File: config.mk
export PLATFORM = sky130hd
export DESIGN_NAME = multicycle_ctrl_fsm_flat
export DESIGN_NICKNAME = d
export VERILOG_FILES = /design/src/rtl/multicycle_ctrl_pkg.sv /design/src/rtl/multicycle_ctrl_fsm_if.sv /design/src/rtl/sat_counter.sv /design/src/rtl/multicycle_ctrl_fsm.sv /design/src/flat_wrapper.sv
export SDC_FILE = /design/constraint.sdc
export NUM_CORES = 1
export LEC_CHECK = 0
export ABC_CLOCK_PERIOD_IN_PS = 3200
export BUFFER_PORTS_ARGS = -buffer_cell sky130_fd_sc_hd__clkbuf_2
export CAP_MARGIN = 5
export CELL_PAD_IN_SITES_DETAIL_PLACEMENT = 1
export CELL_PAD_IN_SITES_GLOBAL_PLACEMENT = 2
export CORE_MARGIN = 2
export CORE_UTILIZATION = 31
export CTS_CLUSTER_DIAMETER = 40
export DETAILED_ROUTE_END_ITERATION = 8
export GPL_TIMING_DRIVEN = 1
export PLACE_DENSITY_LB_ADDON = 0.1
export RECOVER_POWER = 100
export SYNTH_ARGS = -nofsm -noshare
export SYNTH_HDL_FRONTEND = slang
export SYNTH_SLANG_ARGS = --single-unit
File: constraint.sdc
create_clock -name CLK -period 3.2 [get_ports CLK]
set_clock_uncertainty 0.05 [all_clocks]
set_input_delay 0.48 -clock CLK [delete_from_list [all_inputs] [get_ports CLK]]
set_output_delay 0.48 -clock CLK [all_outputs]
set_load 0.01 [all_outputs]
File: src/rtl/multicycle_ctrl_pkg.sv
// Shared opcode, ALU-code, state and mux-select definitions for the multicycle control unit.
package multicycle_ctrl_pkg;

  localparam int unsigned OPC_W = 6;
  localparam int unsigned ALU_W = 3;

  localparam logic [OPC_W-1:0] OP_ADDU  = 6'b000000;
  localparam logic [OPC_W-1:0] OP_SUBU  = 6'b000001;
  localparam logic [OPC_W-1:0] OP_ADDIU = 6'b000010;
  localparam logic [OPC_W-1:0] OP_OR    = 6'b010000;
  localparam logic [OPC_W-1:0] OP_AND   = 6'b010001;
  localparam logic [OPC_W-1:0] OP_ORI   = 6'b010010;
  localparam logic [OPC_W-1:0] OP_SLL   = 6'b011000;
  localparam logic [OPC_W-1:0] OP_SLTU  = 6'b100110;
  localparam logic [OPC_W-1:0] OP_SLTIU = 6'b100111;
  localparam logic [OPC_W-1:0] OP_SW    = 6'b110000;
  localparam logic [OPC_W-1:0] OP_LW    = 6'b110001;
  localparam logic [OPC_W-1:0] OP_BEQ   = 6'b110100;
  localparam logic [OPC_W-1:0] OP_BNE   = 6'b110101;
  localparam logic [OPC_W-1:0] OP_J     = 6'b111000;
  localparam logic [OPC_W-1:0] OP_JR    = 6'b111001;
  localparam logic [OPC_W-1:0] OP_JAL   = 6'b111010;
  localparam logic [OPC_W-1:0] OP_HALT  = 6'b111111;

  typedef enum logic [ALU_W-1:0] {
    ALU_ADD = 3'b000,
    ALU_SUB = 3'b001,
    ALU_SLT = 3'b010,
    ALU_SLL = 3'b100,
    ALU_OR  = 3'b101,
    ALU_AND = 3'b110
  } alu_op_t;

  typedef enum logic [3:0] {
    ST_IF     = 4'd0,
    ST_ID     = 4'd1,
    ST_EXE_AL = 4'd2,
    ST_EXE_BR = 4'd3,
    ST_EXE_LS = 4'd4,
    ST_MEM    = 4'd5,
    ST_WB_AL  = 4'd6,
    ST_WB_LD  = 4'd7,
    ST_HALTED = 4'd8
  } state_t;

  typedef enum logic [1:0] {
    PCSRC_SEQ    = 2'b00,
    PCSRC_BRANCH = 2'b01,
    PCSRC_RS     = 2'b10,
    PCSRC_JUMP   = 2'b11
  } pcsrc_t;

  typedef enum logic [1:0] {
    REGDST_RA = 2'b00,
    REGDST_RT = 2'b01,
    REGDST_RD = 2'b10
  } regdst_t;

  // True for every opcode the control unit can sequence.
  function automatic logic op_known(input logic [OPC_W-1:0] opc);
    case (opc)
      OP_ADDU, OP_SUBU, OP_ADDIU, OP_OR, OP_AND, OP_ORI, OP_SLL,
      OP_SLTU, OP_SLTIU, OP_SW, OP_LW, OP_BEQ, OP_BNE,
      OP_J, OP_JR, OP_JAL, OP_HALT: op_known = 1'b1;
      default:                      op_known = 1'b0;
    endcase
  endfunction

  function automatic alu_op_t alu_op(input logic [OPC_W-1:0] opc);
    case (opc)
      OP_SUBU, OP_BEQ, OP_BNE: alu_op = ALU_SUB;
      OP_SLTU, OP_SLTIU:       alu_op = ALU_SLT;
      OP_SLL:                  alu_op = ALU_SLL;
      OP_OR, OP_ORI:           alu_op = ALU_OR;
      OP_AND:                  alu_op = ALU_AND;
      default:                 alu_op = ALU_ADD;
    endcase
  endfunction

endpackage

File: src/rtl/multicycle_ctrl_fsm_if.sv
// Control-unit <-> datapath bundle: opcode/flags/ready in, strobes and status out.
interface multicycle_ctrl_fsm_if
  import multicycle_ctrl_pkg::*;
#(
  parameter int unsigned OP_W      = 6,
  parameter int unsigned ALUCTRL_W = 3,
  parameter int unsigned CNT_W     = 32
);
  logic [OP_W-1:0]      op;
  logic                 Zero;
  logic                 InsReady;
  logic                 DataReady;
  logic                 PCWre;
  logic                 IRWre;
  logic                 ExtSel;
  logic                 WrRegDSrc;
  regdst_t              RegDst;
  logic                 RegWre;
  logic [ALUCTRL_W-1:0] ALUCtrl;
  pcsrc_t               PCSrc;
  logic                 ALUSrcA;
  logic                 ALUSrcB;
  logic                 RD;
  logic                 WR;
  logic                 ALUM2Reg;
  logic                 Halted;
  logic                 IllegalOp;
  logic [CNT_W-1:0]     RetireCnt;

  modport master (
    input  op, Zero, InsReady, DataReady,
    output PCWre, IRWre, ExtSel, WrRegDSrc, RegDst, RegWre, ALUCtrl, PCSrc,
           ALUSrcA, ALUSrcB, RD, WR, ALUM2Reg, Halted, IllegalOp, RetireCnt
  );

  modport slave (
    output op, Zero, InsReady, DataReady,
    input  PCWre, IRWre, ExtSel, WrRegDSrc, RegDst, RegWre, ALUCtrl, PCSrc,
           ALUSrcA, ALUSrcB, RD, WR, ALUM2Reg, Halted, IllegalOp, RetireCnt
  );
endinterface

File: src/rtl/sat_counter.sv
// Saturating up-counter with synchronous clear; holds at all-ones.
module sat_counter #(
  parameter int unsigned W = 32
) (
  input  logic         clk,
  input  logic         clear,
  input  logic         inc,
  output logic [W-1:0] count
);

  always_ff @(posedge clk) begin
    if (clear) begin
      count <= '0;
    end else if (inc && (count != '1)) begin
      count <= count + W'(1);
    end
  end

endmodule

File: src/rtl/multicycle_ctrl_fsm.sv
// Multicycle MIPS control unit: IF/ID/EXE/MEM/WB sequencing with memory wait states,
// sticky HALTED, illegal-opcode pulse and a saturating retired-instruction count.
module multicycle_ctrl_fsm
  import multicycle_ctrl_pkg::*;
#(
  parameter int unsigned OP_W      = 6,
  parameter int unsigned ALUCTRL_W = 3,
  parameter int unsigned CNT_W     = 32,
  parameter int unsigned WAIT_EN   = 1
) (
  input  logic                CLK,
  input  logic                RST,
  multicycle_ctrl_fsm_if.master bus
);

  state_t           state;
  state_t           next;
  logic [OPC_W-1:0] opc;
  logic             op_hi;
  logic             legal;
  logic             ins_rdy;
  logic             data_rdy;
  logic             is_imm;
  logic             taken;

  logic    pc_wre;
  logic    ir_wre;
  logic    ext_sel;
  logic    wr_reg_d_src;
  regdst_t reg_dst;
  logic    reg_wre;
  pcsrc_t  pc_src;
  logic    alu_src_a;
  logic    alu_src_b;
  logic    rd;
  logic    wr;
  logic    alu_m2reg;
  logic    illegal;
  logic    retire;

  assign opc = bus.op[OPC_W-1:0];

  // Any set bit above the 6-bit opcode field makes the opcode undecodable.
  generate
    if (OP_W > OPC_W) begin : g_wide_op
      assign op_hi = |bus.op[OP_W-1:OPC_W];
    end else begin : g_narrow_op
      assign op_hi = 1'b0;
    end
  endgenerate

  assign legal    = !op_hi && op_known(opc);
  assign ins_rdy  = (WAIT_EN == 0) || bus.InsReady;
  assign data_rdy = (WAIT_EN == 0) || bus.DataReady;
  assign is_imm   = (opc == OP_ADDIU) || (opc == OP_ORI) || (opc == OP_SLTIU);
  assign taken    = (opc == OP_BNE) ? !bus.Zero : bus.Zero;

  always_ff @(posedge CLK) begin
    if (!RST) state <= ST_IF;
    else      state <= next;
  end

  // Next state and Mealy datapath strobes.
  always_comb begin
    next         = state;
    pc_wre       = 1'b0;
    ir_wre       = 1'b0;
    ext_sel      = 1'b0;
    wr_reg_d_src = 1'b0;
    reg_dst      = REGDST_RA;
    reg_wre      = 1'b0;
    pc_src       = PCSRC_SEQ;
    alu_src_a    = 1'b0;
    alu_src_b    = 1'b0;
    rd           = 1'b0;
    wr           = 1'b0;
    alu_m2reg    = 1'b0;
    illegal      = 1'b0;
    retire       = 1'b0;
    case (state)
      ST_IF: begin
        if (ins_rdy) begin
          ir_wre = 1'b1;
          pc_wre = 1'b1;
          next   = ST_ID;
        end
      end
      ST_ID: begin
        if (!legal) begin
          illegal = 1'b1;
          next    = ST_IF;
        end else begin
          case (opc)
            OP_J: begin
              pc_wre = 1'b1;
              pc_src = PCSRC_JUMP;
              retire = 1'b1;
              next   = ST_IF;
            end
            OP_JR: begin
              pc_wre = 1'b1;
              pc_src = PCSRC_RS;
              retire = 1'b1;
              next   = ST_IF;
            end
            OP_JAL: begin
              reg_wre = 1'b1;
              reg_dst = REGDST_RA;
              pc_wre  = 1'b1;
              pc_src  = PCSRC_JUMP;
              retire  = 1'b1;
              next    = ST_IF;
            end
            OP_BEQ, OP_BNE: next = ST_EXE_BR;
            OP_LW, OP_SW:   next = ST_EXE_LS;
            OP_HALT:        next = ST_HALTED;
            default:        next = ST_EXE_AL;
          endcase
        end
      end
      ST_EXE_AL: begin
        alu_src_a = (opc == OP_SLL);
        alu_src_b = is_imm;
        ext_sel   = (opc == OP_ADDIU) || (opc == OP_SLTIU);
        next      = ST_WB_AL;
      end
      ST_WB_AL: begin
        reg_wre      = 1'b1;
        wr_reg_d_src = 1'b1;
        reg_dst      = is_imm ? REGDST_RT : REGDST_RD;
        retire       = 1'b1;
        next         = ST_IF;
      end
      ST_EXE_BR: begin
        ext_sel = 1'b1;
        if (taken) begin
          pc_wre = 1'b1;
          pc_src = PCSRC_BRANCH;
        end
        retire = 1'b1;
        next   = ST_IF;
      end
      ST_EXE_LS: begin
        ext_sel   = 1'b1;
        alu_src_b = 1'b1;
        next      = ST_MEM;
      end
      ST_MEM: begin
        rd = (opc == OP_LW);
        wr = (opc != OP_LW);
        if (data_rdy) begin
          if (opc == OP_LW) begin
            next = ST_WB_LD;
          end else begin
            retire = 1'b1;
            next   = ST_IF;
          end
        end
      end
      ST_WB_LD: begin
        reg_wre      = 1'b1;
        alu_m2reg    = 1'b1;
        wr_reg_d_src = 1'b1;
        reg_dst      = REGDST_RT;
        retire       = 1'b1;
        next         = ST_IF;
      end
      ST_HALTED: next = ST_HALTED;
      default:   next = ST_IF;
    endcase
  end

  // Reset masks every write/memory strobe in the same cycle.
  assign bus.PCWre     = pc_wre & RST;
  assign bus.IRWre     = ir_wre & RST;
  assign bus.RegWre    = reg_wre & RST;
  assign bus.RD        = rd & RST;
  assign bus.WR        = wr & RST;
  assign bus.IllegalOp = illegal & RST;
  assign bus.ExtSel    = ext_sel;
  assign bus.WrRegDSrc = wr_reg_d_src;
  assign bus.RegDst    = reg_dst;
  assign bus.PCSrc     = pc_src;
  assign bus.ALUSrcA   = alu_src_a;
  assign bus.ALUSrcB   = alu_src_b;
  assign bus.ALUM2Reg  = alu_m2reg;
  assign bus.Halted    = (state == ST_HALTED);
  assign bus.ALUCtrl   = ALUCTRL_W'(legal ? alu_op(opc) : ALU_ADD);

  sat_counter #(.W(CNT_W)) u_retire_cnt (
    .clk   (CLK),
    .clear (!RST),
    .inc   (retire),
    .count (bus.RetireCnt)
  );

endmodule
File: src/flat_wrapper.sv
// flat-port wrapper written by rule: the top's interface ports become plain ports
module multicycle_ctrl_fsm_flat import multicycle_ctrl_pkg::*;
#(
  parameter int unsigned OP_W      = 6,
  parameter int unsigned ALUCTRL_W = 3,
  parameter int unsigned CNT_W     = 32,
  parameter int unsigned WAIT_EN   = 1
)
  (CLK, RST, bus_op, bus_Zero, bus_InsReady, bus_DataReady, bus_PCWre, bus_IRWre, bus_ExtSel, bus_WrRegDSrc, bus_RegDst, bus_RegWre, bus_ALUCtrl, bus_PCSrc, bus_ALUSrcA, bus_ALUSrcB, bus_RD, bus_WR, bus_ALUM2Reg, bus_Halted, bus_IllegalOp, bus_RetireCnt);
  multicycle_ctrl_fsm_if #(.OP_W(OP_W), .ALUCTRL_W(ALUCTRL_W), .CNT_W(CNT_W)) bus_i ();
  input  logic CLK;
  input  logic RST;
  input wire logic [$bits(bus_i.op)-1:0] bus_op;
  input wire logic [$bits(bus_i.Zero)-1:0] bus_Zero;
  input wire logic [$bits(bus_i.InsReady)-1:0] bus_InsReady;
  input wire logic [$bits(bus_i.DataReady)-1:0] bus_DataReady;
  output wire logic [$bits(bus_i.PCWre)-1:0] bus_PCWre;
  output wire logic [$bits(bus_i.IRWre)-1:0] bus_IRWre;
  output wire logic [$bits(bus_i.ExtSel)-1:0] bus_ExtSel;
  output wire logic [$bits(bus_i.WrRegDSrc)-1:0] bus_WrRegDSrc;
  output wire logic [$bits(bus_i.RegDst)-1:0] bus_RegDst;
  output wire logic [$bits(bus_i.RegWre)-1:0] bus_RegWre;
  output wire logic [$bits(bus_i.ALUCtrl)-1:0] bus_ALUCtrl;
  output wire logic [$bits(bus_i.PCSrc)-1:0] bus_PCSrc;
  output wire logic [$bits(bus_i.ALUSrcA)-1:0] bus_ALUSrcA;
  output wire logic [$bits(bus_i.ALUSrcB)-1:0] bus_ALUSrcB;
  output wire logic [$bits(bus_i.RD)-1:0] bus_RD;
  output wire logic [$bits(bus_i.WR)-1:0] bus_WR;
  output wire logic [$bits(bus_i.ALUM2Reg)-1:0] bus_ALUM2Reg;
  output wire logic [$bits(bus_i.Halted)-1:0] bus_Halted;
  output wire logic [$bits(bus_i.IllegalOp)-1:0] bus_IllegalOp;
  output wire logic [$bits(bus_i.RetireCnt)-1:0] bus_RetireCnt;
  assign bus_i.op = bus_op;
  assign bus_i.Zero = bus_Zero;
  assign bus_i.InsReady = bus_InsReady;
  assign bus_i.DataReady = bus_DataReady;
  assign bus_PCWre = bus_i.PCWre;
  assign bus_IRWre = bus_i.IRWre;
  assign bus_ExtSel = bus_i.ExtSel;
  assign bus_WrRegDSrc = bus_i.WrRegDSrc;
  assign bus_RegDst = bus_i.RegDst;
  assign bus_RegWre = bus_i.RegWre;
  assign bus_ALUCtrl = bus_i.ALUCtrl;
  assign bus_PCSrc = bus_i.PCSrc;
  assign bus_ALUSrcA = bus_i.ALUSrcA;
  assign bus_ALUSrcB = bus_i.ALUSrcB;
  assign bus_RD = bus_i.RD;
  assign bus_WR = bus_i.WR;
  assign bus_ALUM2Reg = bus_i.ALUM2Reg;
  assign bus_Halted = bus_i.Halted;
  assign bus_IllegalOp = bus_i.IllegalOp;
  assign bus_RetireCnt = bus_i.RetireCnt;
  multicycle_ctrl_fsm #(.OP_W(OP_W), .ALUCTRL_W(ALUCTRL_W), .CNT_W(CNT_W), .WAIT_EN(WAIT_EN)) u_core (.CLK(CLK), .RST(RST), .bus(bus_i));
endmodule
# == After elaboration in Yosys (flattened, before gate mapping) ==
# Memory sizes are Yosys's and may differ from the RTL's.
# Index checks and enable logic that the tools add are counted.
# totals
reg_bits,36
rom_bits,64
elab_cells,91
mem_count,1
# classes
add_sub_neg,1
eq_ne,28
n_mux,36
bitwise,6
reduce_logical,17
# memory_table
memory,depth,width,read_ports,rd_clocked_by_memory_dff,write_ports,line_no,text
(no name shown),64,1,1,0,0,multicycle_ctrl_pkg.sv:61,case (opc)
# op_table
cell,count
$eq 6x6->1 const B,10
$add 32x1->32 const B,1
$ne 32x32->1 const B,1
$eq 6x5->1 const B,4
$pmux 4 s6,1
$mux 1,18
$eq 4x3->1 const B,4
$pmux 4 s4,1
$pmux 3 s5,1
$reduce_or 2->1,7
$mux 4,3
$pmux 2 s2,3
$reduce_or 3->1,3
$eq 4x2->1 const B,2
$and 1x1->1,6
$eq 6x1->1 const B,1
$eq 6x2->1 const B,1
$mux 3,2
$ne 6x6->1 const B,1
$pmux 1 s2,3
$pmux 1 s3,2
$eq 4x1->1 const B,1
$eq 4x4->1 const B,1
$logic_not 4->1,1
6 further kinds,10

# == Depth between registers and ports, before layout ==
# Gate-level depths: netlist of the first run.
# depth
ltp_word,6
mapped_depth,8
ltp_nobuf,7

# == Cells and area by module ==
# From an unflattened synthesis of the first run, not the netlist that was laid out.
# unflattened
cells_unflattened,326
area_unflattened_um2,2541.2
# by_module_without_submodules
mod,n_inst,cells_per_inst,area_each_um2
sat_counter,1,199,1674.1
multicycle_ctrl_fsm,1,127,867.1

# == Least setup slack after synthesis of the first run ==
# No wires, ideal clock.
# synth_path
kind,input-to-output
start,in bus_op[1]
end,out bus_ALUCtrl[1]
arrival_ns,1.739
required_ns,2.670
setup_slack_ns,0.931
path_stages,4
cell_sequence,clkbuf_1 clkbuf_1 or4b_2 a21oi_1
# synth_via
elab_chain_len,4
word_cells_on_any_way,15
# synth_lines
item,line_no,text
"start, declared",flat_wrapper.sv:13,input wire logic [$bits(bus_i.op)-1:0] bus_op;
"parallel branches: the longest is 3 deep, another holds $mem_v2 64x1",--,
$mux 3 (*),multicycle_ctrl_fsm.sv:188,assign bus.ALUCtrl = ALUCTRL_W'(legal ? alu_op(opc) : ALU_ADD);
"end, declared",flat_wrapper.sv:23,output wire logic [$bits(bus_i.ALUCtrl)-1:0] bus_ALUCtrl;
# Mark *: on every way between the ends.

# == Final worst setup path of the first run ==
# layout_path
start,in bus_op[2]
end,out bus_PCWre
# layout_via
elab_chain_len,6
word_cells_on_any_way,12
# layout_lines
item,line_no,text
"parallel branches: the longest is 4 deep, another holds $mem_v2 64x1",--,
$pmux 1 s3 (*),multicycle_ctrl_fsm.sv:80,case (state)
$and 1x1->1 (*),multicycle_ctrl_fsm.sv:174,assign bus.PCWre = pc_wre & RST;
"end, declared",flat_wrapper.sv:17,output wire logic [$bits(bus_i.PCWre)-1:0] bus_PCWre;
# Marked as above.

==> impl_metrics.py, run 1 <==
metrics = {
    "run_status": {
        "outcome": "complete, no violations",
    },
    "clocking": {
        "clock-root-buffer": "clkbuf_8",
        "cts_made_buffers": 5,
        "clock-sinks": 36,
        "clock_path_buffers": 2,
        "clk_pin_slew_worst_paths_ns": 0.07,
        "tritoncts": "built",
        "postCtsHoldBufs": 0,
        "htree_num_levels": 2,
        "post_cts_resized": 0,
        "postCtsSetupBuffers": 0,
        "insertion_delay_ns": 0.28,
    },
    "setup_path": {
        "crit_required_ns": 2.67,
        "critPathSlowestCell": "clkbuf_1",
        "slowest_delay_ns": 0.45,
        "worstSetupPathType": "in -> out",
        "worstPathCellList": "clkbuf_1 > nand3_1 > nor4b_1 > xor2_1 > nand4_1 > a21oi_1 > clkbuf_1",
        "reg2reg_slack_ns": 0.66,
        "critPathLaunchType": "input pin",
        "r2r_cells": 6,
        "arrival_ns": 2.32,
        "endpoint_kind": "primary output",
        "worst_path_most_repeated_cell": "clkbuf_1",
        "rr_startpoint": "u_core.state[2]",
        "crit_fanout": 17,
        "reg2reg_to": "u_core.u_retire_cnt.count[27]",
    },
    "synthesis": {
        "synthSimpleGateAreaFrac": 0.3781,
        "syn_area_um2": 2366,
        "synth.distinct_cells": 52,
        "syn_avg_cell_area_um2": 7.394,
        "synth_edf_count": 0,
        "synth_ff_type": "dfxtp_1",
        "synth_nets": 332,
        "synth-compound-area-share": 0.1978,
        "ys_warn_count": 0,
        "synth_top_family_by_area": "simple AND/OR/NAND/NOR gates",
        "synth_xor_area_frac": 0.04072,
        "ys_seq_area_frac": 0.3046,
        "synthMuxAreaShare": 0.01692,
        "synth_seq_cells": 36,
        "syn_inst": 320,
        "synth_fa_ha_area_frac": 0.009519,
        "synthArstFlopShare": 0,
    },
    "sta": {
        "fin_setup_tns_ns": 0,
        "slew_viol_final": 0,
        "finalCritPeriodShare": 0.8897,
        "rsz0062_at_grt": "no",
        "period_minus_slack_ns": 2.847,
        "fmax_mhz": 351.2,
        "relSlewSlack": 0.5045,
        "worst_slack_ns": 0.3530,
        "hold_viol": 0,
        "whs_ns": 0.4294,
        "worst_pin_slew_ns": 0.7365,
        "finalSetupViolCount": 0,
    },
    "die": {
        "core_area_um2": 7331,
        "dieHeight_um": 91.37,
        "die_area_um2": 8348,
        "rows": 31,
        "fp.dieW_um": 91.37,
        "io_pins": 62,
        "start_util": 0.3228,
    },
    "worst_hold_path": {
        "hold_depth": 2,
        "min_to": "u_core.state[2]",
        "worstHoldStart": "bus_DataReady",
        "min_path_type": "in -> reg",
    },
    "placement": {
        "io_buffer_count": 61,
        "dp_hpwl_um": 5370,
        "dp_slack_ns": 0.5117,
        "place_inst": 464,
        "placed_area_um2": 2739,
        "gp_congestion": 0.7969,
    },
    "run": {
        "max-cap-violations": 0,
    },
    "pwr": {
        "p_total_mw": 0.8900,
        "swShare": 0.2593,
        "p_per_area_nw_per_um2": 324.9,
        "switching_power_mw": 0.2308,
        "seqPwrFrac": 0.509,
        "comb_power_share": 0.115,
        "leakage_nw": 0.8865,
        "internal_power_mw": 0.6592,
        "ir_drop_mv": 0.1492,
        "clockPowerShare": 0.376,
    },
    "cells_and_area": {
        "finalInstanceArea_um2": 2739,
        "area_growth_pct": 15.76,
        "utilization": 0.3736,
        "drive_gt1_frac": 0.07239,
        "layout.nets": 384,
        "n_antenna_cell": 0,
        "layout.cells.non_filler": 472,
    },
    "routing": {
        "drtIter0Drc": 109,
        "antenna_left": 0,
        "wl_per_cell_um": 15.46,
        "dr.pass1.iters": 4,
        "drt_wl_total_um": 7296,
        "route.vias.total": 2540,
        "detail_route.vias_per_cell": 5.381,
        "drc_errors": 0,
    },
    "global_route": {
        "track_usage": 0.1749,
        "first_global_vias": 2333,
        "overflow": 0,
        "grt_max_degree": 29,
        "grt_pass1_wl_um": 11990,
        "antenna_found_initial": 0,
    },
}
## flip-flops by register name, indices dropped and copies added (netlist names)
register / flops
u_core.state: 4
u_core.u_retire_cnt.count: 32
## critical path, delay by kind of cell
kind / cells / cell delay, ns
AO/OA/AOI/OAI: 1 / 0.19
XOR/XNOR: 1 / 0.19
buffers and inverters: 2 / 0.62
AND/OR/NAND/NOR: 3 / 0.83
## cells by family after synthesis
logic type,Yosys count
adder cells (fa/ha/maj),2
multiplexers,4
buffers and inverters,30
flip-flops,36
AND/OR/NAND/NOR,162
XOR/XNOR,11
AO/OA/AOI/OAI,75
## cell usage after synthesis (all sizes together) (2+ instances only)
cell type | instances | area (um2)
a211oi | 2 | 15.01
a21oi | 28 | 140.1
a31oi | 2 | 12.51
and2 | 3 | 18.77
and3 | 6 | 37.54
and4 | 4 | 35.03
buf | 7 | 37.53
clkbuf | 13 | 48.80
dfxtp | 36 | 720.7
inv | 10 | 37.53
mux2i | 4 | 40.04
nand2 | 27 | 106.4
nand2b | 7 | 43.79
nand3 | 26 | 130.1
nand3b | 2 | 18.77
nand4 | 10 | 81.33
nor2 | 34 | 127.6
nor2b | 3 | 18.77
nor3 | 9 | 45.04
nor4 | 4 | 40.04
nor4b | 3 | 26.28
o21ai | 21 | 105.1
o22a | 2 | 17.52
o22ai | 2 | 12.51
o31ai | 5 | 37.54
o32a | 3 | 30.03
o41ai | 2 | 25.03
or3 | 15 | 93.84
or4 | 6 | 45.04
xnor2 | 2 | 17.52
xor2 | 9 | 78.83
## power groups by stage
stage / registers, mW / logic, mW / clock network (mW)
6_report: 0.453 / 0.102 / 0.335
5_1_grt: 0.453 / 0.113 / 0.366
4_1_cts: 0.453 / 0.105 / 0.349
3_5_place_dp: 0.464 / 0.104 / 0
3_3_place_gp: 0.463 / 0.104 / 0
2_1_floorplan: 0.463 / 0.0737 / 0
## cell usage in the layout (no fill, tap or decap), types with 3 or more instances in the layout
cell and count:
clkbuf_1 54, dfxtp_1 36, nor2_1 34, a21oi_1 28
nand2_1 27, nand3_1 26, o21ai_0 21, or3_1 15
inv_1 9, nor3_1 9, xor2_1 9, nand4_1 9
clkbuf_2 9, nand2b_1 7, or4_1 6, and3_1 6
clkbuf_8 6, o31ai_1 5, and4_1 4, mux2i_1 4
buf_4 4, nor2b_1 3, nor4b_1 3, o32a_1 3
nor4_1 3
## final cells by class
class,instances,area (um2)
Clock buffer,8,90.09
Fill cell,978,4592
Tap cell,99,123.9
Timing Repair Buffer,65,270.3
Inverter,10,37.54
Sequential cell,36,720.7
Multi-Input combinational cell,254,1496
## worst max path at each step
stage                    startpoint                       endpoint  cells past startpoint
floorplan                 bus_op[1]                 bus_ALUCtrl[1]                      4
CTS                 u_core.state[2]                     bus_RegWre                      6
global placement          bus_op[3]  u_core.u_retire_cnt.count[13]                      7
global route              bus_op[2]                     bus_ExtSel                      6
detailed placement        bus_op[2]  u_core.u_retire_cnt.count[14]                      7
finish                    bus_op[2]                      bus_PCWre                      7
## routing by layer
| layer | global-route usage | vias to the layer above | wire length [um] |
|---|---|---|---|
| li1 | - | 1283 | - |
| met3 | 0.03237 | 5 | 191 |
| met4 | 0.03030 | 0 | 44 |
| met1 | 0.2663 | 1216 | 3912 |
| met5 | 0 | - | 0 |
| met2 | 0.2568 | 36 | 3147 |
(Power assumes the default switching activity.)
==> run 2: changes to the inputs <==
Settings changed: CAP_MARGIN 5 to 20, CORE_UTILIZATION 31 to 32, CTS_BUF_LIST set to sky130_fd_sc_hd__clkbuf_8, TNS_END_PERCENT set to 100.
==> impl_metrics.py, run 2 (synthesized netlist as in run 1, its figures left out) <==
metrics = {
    "run_status": {
        "outcome": "complete, no violations",
    },
    "sta": {
        "period_minus_slack_ns": 2.843,
        "fmax_mhz": 351.8,
        "relSlewSlack": 0.5918,
        "worst_pin_slew_ns": 0.6123,
        "rsz0062_at_grt": "no",
        "slew_viol_final": 0,
        "fin_setup_tns_ns": 0,
        "finalSetupViolCount": 0,
        "finalCritPeriodShare": 0.8884,
        "hold_viol": 0,
    },
    "clocking": {
        "post_cts_resized": 0,
        "postCtsSetupBuffers": 0,
        "postCtsHoldBufs": 0,
        "clock-root-buffer": "clkbuf_8",
        "insertion_delay_ns": 0.29,
        "clock_path_buffers": 2,
        "tritoncts": "built",
        "clk_pin_slew_worst_paths_ns": 0.07,
        "clock-sinks": 36,
        "cts_made_buffers": 5,
        "htree_num_levels": 2,
    },
    "global_route": {
        "grt_max_degree": 29,
        "antenna_found_initial": 0,
        "first_global_vias": 2453,
        "overflow": 0,
        "grt_pass1_wl_um": 12230,
        "track_usage": 0.1820,
    },
    "cells_and_area": {
        "finalInstanceArea_um2": 2755,
        "n_antenna_cell": 0,
        "multi_input_area_um2": 1503,
        "fillers": 965,
        "drive_gt1_frac": 0.08267,
        "final_cell_mix": "52 x clkbuf_1, 36 x dfxtp_1, 34 x nor2_1, 28 x a21oi_1, 27 x nand2_1",
        "largest_reg_flops": 32,
        "area_growth_pct": 16.45,
        "regMostFlops": "u_core.u_retire_cnt.count",
        "layout.nets": 386,
        "reg_top3": "u_core.u_retire_cnt.count (32), u_core.state (4)",
        "final_common_cell": "clkbuf_1",
        "seq_area_um2": 720.7,
    },
    "setup_path": {
        "path_buf_inv": 1,
        "crit_required_ns": 2.67,
        "worstPathCellList": "nor2_1 > and2_0 > nand4b_1 > or3_1 > a21oi_1 > clkbuf_1",
        "arrival_ns": 2.31,
        "reg2reg_slack_ns": 0.43,
        "endpoint_kind": "primary output",
        "slowest_delay_ns": 0.48,
        "worstSetupPathType": "reg -> out",
        "critPathLaunchType": "register",
        "crit_family": "simple AND/OR/NAND/NOR gates",
        "crit_fanout": 14,
        "critPathSlowestCell": "dfxtp_1",
    },
    "pwr": {
        "clockPowerShare": 0.371,
        "switching_power_mw": 0.2464,
        "p_per_area_nw_per_um2": 320.2,
        "internal_power_mw": 0.6359,
        "ir_drop_mv": 0.1310,
        "seqPwrFrac": 0.513,
        "p_total_mw": 0.8823,
        "leakage_nw": 0.8965,
        "comb_power_share": 0.116,
        "swShare": 0.2793,
    },
    "die": {
        "die_area_um2": 8097,
        "rows": 31,
        "dieHeight_um": 89.99,
        "core_area_um2": 7214,
        "fp.dieW_um": 89.99,
        "start_util": 0.3280,
        "io_pins": 62,
    },
    "routing": {
        "route.vias.total": 2564,
        "wl_per_cell_um": 15.39,
        "drt_wl_total_um": 7295,
        "drtIter0Drc": 103,
        "detail_route.vias_per_cell": 5.409,
        "antenna_left": 0,
        "drc_errors": 0,
        "dr.pass1.iters": 4,
    },
    "placement": {
        "dp_hpwl_um": 5374,
        "gp_congestion": 0.7422,
        "placed_area_um2": 2754,
        "io_buffer_count": 61,
    },
    "worst_hold_path": {
        "min_path_type": "in -> reg",
    },
    "run": {
        "max-cap-violations": 0,
    },
}
[run 2: per-layer routing]
metal | track usage | up-vias | wire, um | part of all wire
met2 | 0.3226 | 47 | 3475 | 0.48
met3 | 0.03437 | 2 | 219 | 0.030
met5 | 0 | - | 0 | 0
met1 | 0.2306 | 1232 | 3562 | 0.49
met4 | 0.03846 | 0 | 38 | 0.0052
li1 | - | 1283 | - | -
[run 2: path summary, 6_finish.rpt]
kind	cells past startpoint	end	from
max	6	bus_RegWre	u_core.state[2]
min	2	u_core.state[2]	bus_DataReady
max reg2reg	6	u_core.u_retire_cnt.count[26]	u_core.state[2]
min reg2reg	2	u_core.u_retire_cnt.count[31]	u_core.u_retire_cnt.count[31]
[run 2: power by group through the flow]
stage | logic [mW] | clock network [mW] | registers (mW)
6_report | 0.102 | 0.327 | 0.453
5_1_grt | 0.115 | 0.364 | 0.453
4_1_cts | 0.106 | 0.342 | 0.453
3_5_place_dp | 0.105 | 0 | 0.464
3_3_place_gp | 0.105 | 0 | 0.463
2_1_floorplan | 0.0737 | 0 | 0.463
[run 2: final cells by class]
type,count,area share
multi-input combinational,254,0.5454
sequential,36,0.2616
timing repair buffer,67,0.1026
tap,99,0.04496
clock buffer,5,0.02498
inverter,10,0.01362
clock inverter,3,0.006812
[run 2: stage by stage]
step           worst slack, ns  hold slack (ns)  cells    util
4_1_cts                 0.4066           0.4085    474  0.3939
2_1_floorplan           0.9313           0.4445    320       -
3_3_place_gp            0.6215           0.4253    466  0.3817
6_report                0.3572           0.4225    474  0.3819
5_1_grt                 0.1425           0.4235    474  0.3819
3_5_place_dp            0.5199           0.4349    466  0.3817
==> run 3: changes to the inputs <==
Settings changed: ABC_AREA set to 1, BUFFER_PORTS_ARGS -buffer_cell sky130_fd_sc_hd__clkbuf_2 to not set, CORE_UTILIZATION 32 to 36, DONT_BUFFER_PORTS set to 1.
==> impl_metrics.py, run 3 <==
metrics = {
    "global_route": {
        "grt_max_degree": 39,
        "antenna_found_initial": 0,
        "first_global_vias": 3059,
        "track_usage": 0.2251,
        "overflow": 0,
        "grt_pass1_wl_um": 15500,
    },
    "cells_and_area": {
        "reg_top3": "u_core.u_retire_cnt.count (32), u_core.state (4)",
        "final_cell_mix": "171 x nand2_1, 80 x nor2_1, 36 x nand3_1, 36 x dfxtp_1, 35 x inv_1",
        "n_antenna_cell": 0,
        "largest_reg_flops": 32,
        "final_common_cell": "nand2_1",
        "regMostFlops": "u_core.u_retire_cnt.count",
        "drive_gt1_frac": 0.07307,
        "area_growth_pct": 4.762,
        "fillers": 1094,
        "layout.nets": 490,
    },
    "sta": {
        "relSlewSlack": 0.5635,
        "whs_ns": 0.2655,
        "fmax_mhz": 381.2,
        "worst_slack_ns": 0.5770,
        "rsz0062_at_grt": "no",
        "period_minus_slack_ns": 2.623,
        "slew_viol_final": 0,
        "hold_viol": 0,
        "finalSetupViolCount": 0,
        "fin_setup_tns_ns": 0,
        "worst_pin_slew_ns": 0.6465,
        "finalCritPeriodShare": 0.8197,
    },
    "placement": {
        "io_buffer_count": 0,
        "dp_hpwl_um": 7444,
        "dp_slack_ns": 0.8088,
        "gp_congestion": 0.8376,
    },
    "setup_path": {
        "crit_fanout": 33,
        "endpoint_kind": "register",
        "worstSetupPathType": "reg -> reg",
        "crit_required_ns": 3.31,
        "arrival_ns": 2.74,
        "critPathLaunchType": "register",
    },
    "routing": {
        "antenna_left": 0,
        "detail_route.vias_per_cell": 5.194,
        "wl_per_cell_um": 16.13,
        "route.vias.total": 3018,
        "drt_wl_total_um": 9369,
        "dr.pass1.iters": 4,
        "drc_errors": 0,
        "drtIter0Drc": 59,
    },
    "clocking": {
        "clock_path_buffers": 2,
        "post_cts_resized": 0,
        "htree_num_levels": 2,
        "clock-root-buffer": "clkbuf_8",
        "postCtsHoldBufs": 0,
        "cts_made_buffers": 5,
        "clk_pin_slew_worst_paths_ns": 0.08,
        "clock-sinks": 36,
        "tritoncts": "built",
        "postCtsSetupBuffers": 0,
        "insertion_delay_ns": 0.30,
    },
    "run_status": {
        "outcome": "complete, no violations",
    },
    "die": {
        "rows": 32,
        "dieHeight_um": 92.79,
        "fp.dieW_um": 92.79,
        "start_util": 0.3691,
        "core_area_um2": 7687,
        "die_area_um2": 8609,
        "io_pins": 62,
    },
    "synthesis": {
        "syn_avg_cell_area_um2": 5.900,
        "synthArstFlopShare": 0,
        "synth_seq_cells": 36,
        "ys_warn_count": 0,
        "syn_area_um2": 2838,
        "yosysMostFrequentCell": "nand2_1",
        "ys_top_cells_by_area": "dfxtp_1 25%, nand2_1 23%, nor2_1 10%, nand3_1 6.2%, a21oi_1 4.8%",
        "yosysTopAreaCell": "dfxtp_1",
        "ys_seq_area_frac": 0.2540,
        "synth_common_cells": "171 x nand2_1, 77 x nor2_1, 36 x dfxtp_1, 35 x nand3_1, 32 x inv_1",
        "synth_nets": 493,
        "syn_inst": 481,
        "synth_top_area_share": 0.2540,
        "synth.distinct_cells": 34,
        "synth_ff_type": "dfxtp_1",
        "synth_edf_count": 0,
    },
    "worst_hold_path": {
        "min_path_type": "in -> reg",
    },
    "run": {
        "max-cap-violations": 0,
    },
    "pwr": {
        "ir_drop_mv": 0.1555,
        "leakage_nw": 1.031,
        "p_per_area_nw_per_um2": 323.3,
    },
}
-- run 3: through the flow --
step                        util  cells  power, mW  cell area, um2
after floorplan                -    481     0.5375            2838
after global placement    0.3770    573     0.5537            2898
after detailed placement  0.3770    573     0.5560            2898
after CTS                 0.3910    581     0.9715            3005
after global routing      0.3867    581      1.001            2973
final                     0.3867    581     0.9610            2973
-- run 3: final timing paths --
path                            slack (ns)                            end                           from  cells after the start
worst max-delay path                  0.58  u_core.u_retire_cnt.count[20]   u_core.u_retire_cnt.count[0]                     10
worst min-delay path                  0.27   u_core.u_retire_cnt.count[1]                            RST                      2
worst max register to register        0.58  u_core.u_retire_cnt.count[20]   u_core.u_retire_cnt.count[0]                     10
worst min register to register        0.53  u_core.u_retire_cnt.count[30]  u_core.u_retire_cnt.count[30]                      2
-- run 3: final cells by class --
class	count	area (um2)	share of cell area
multi-input cells	396	1864	0.6271
flip-flops and latches	36	720.7	0.2424
inverters	37	141.4	0.04756
well taps	102	127.6	0.04293
clock buffers	5	68.82	0.02315
clock inverters	3	38.79	0.01305
repair buffers	2	11.26	0.003788
-- run 3: cells by family after synthesis --
| logic type | count (synthesis) | synth area share |
|---|---|---|
| AOI/OAI and AO/OA | 55 | 0.1160 |
| xor gates and xnor gates | 11 | 0.03395 |
| adders and majority gates | 1 | 0.004408 |
| buffers and inverters | 49 | 0.07892 |
| DFF | 36 | 0.2540 |
| and+or+nand+nor | 329 | 0.5128 |
-- run 3: critical path, cell delays in order (launching register included) --
cell and delay [ns]:
dfxtp_1 0.53, ha_1 0.37, nand3_1 0.20, inv_1 0.20
nand2_4 0.09, nor2_1 0.24, nand2_4 0.19, nand2_8 0.27
inv_4 0.15, nand2_1 0.10, a21oi_1 0.07
-- run 3: power by group --
part | switching [mW] | leakage (nW) | internal (mW) | total, mW
Clock | 0.190 | 0.0593 | 0.229 | 0.419
Combinational | 0.0647 | 0.682 | 0.0215 | 0.0862
Sequential | 0.00519 | 0.290 | 0.451 | 0.456
Total | 0.260 | 1.03 | 0.701 | 0.961
-- run 3: layer usage --
| layer | wire, um | global-route usage | vias to the layer above |
|---|---|---|---|
| met5 | 0 | 0 | - |
| met4 | 76 | 0.04412 | 0 |
| met3 | 301 | 0.03824 | 8 |
| met2 | 4700 | 0.4112 | 46 |
| met1 | 4291 | 0.2765 | 1429 |
| li1 | - | - | 1535 |
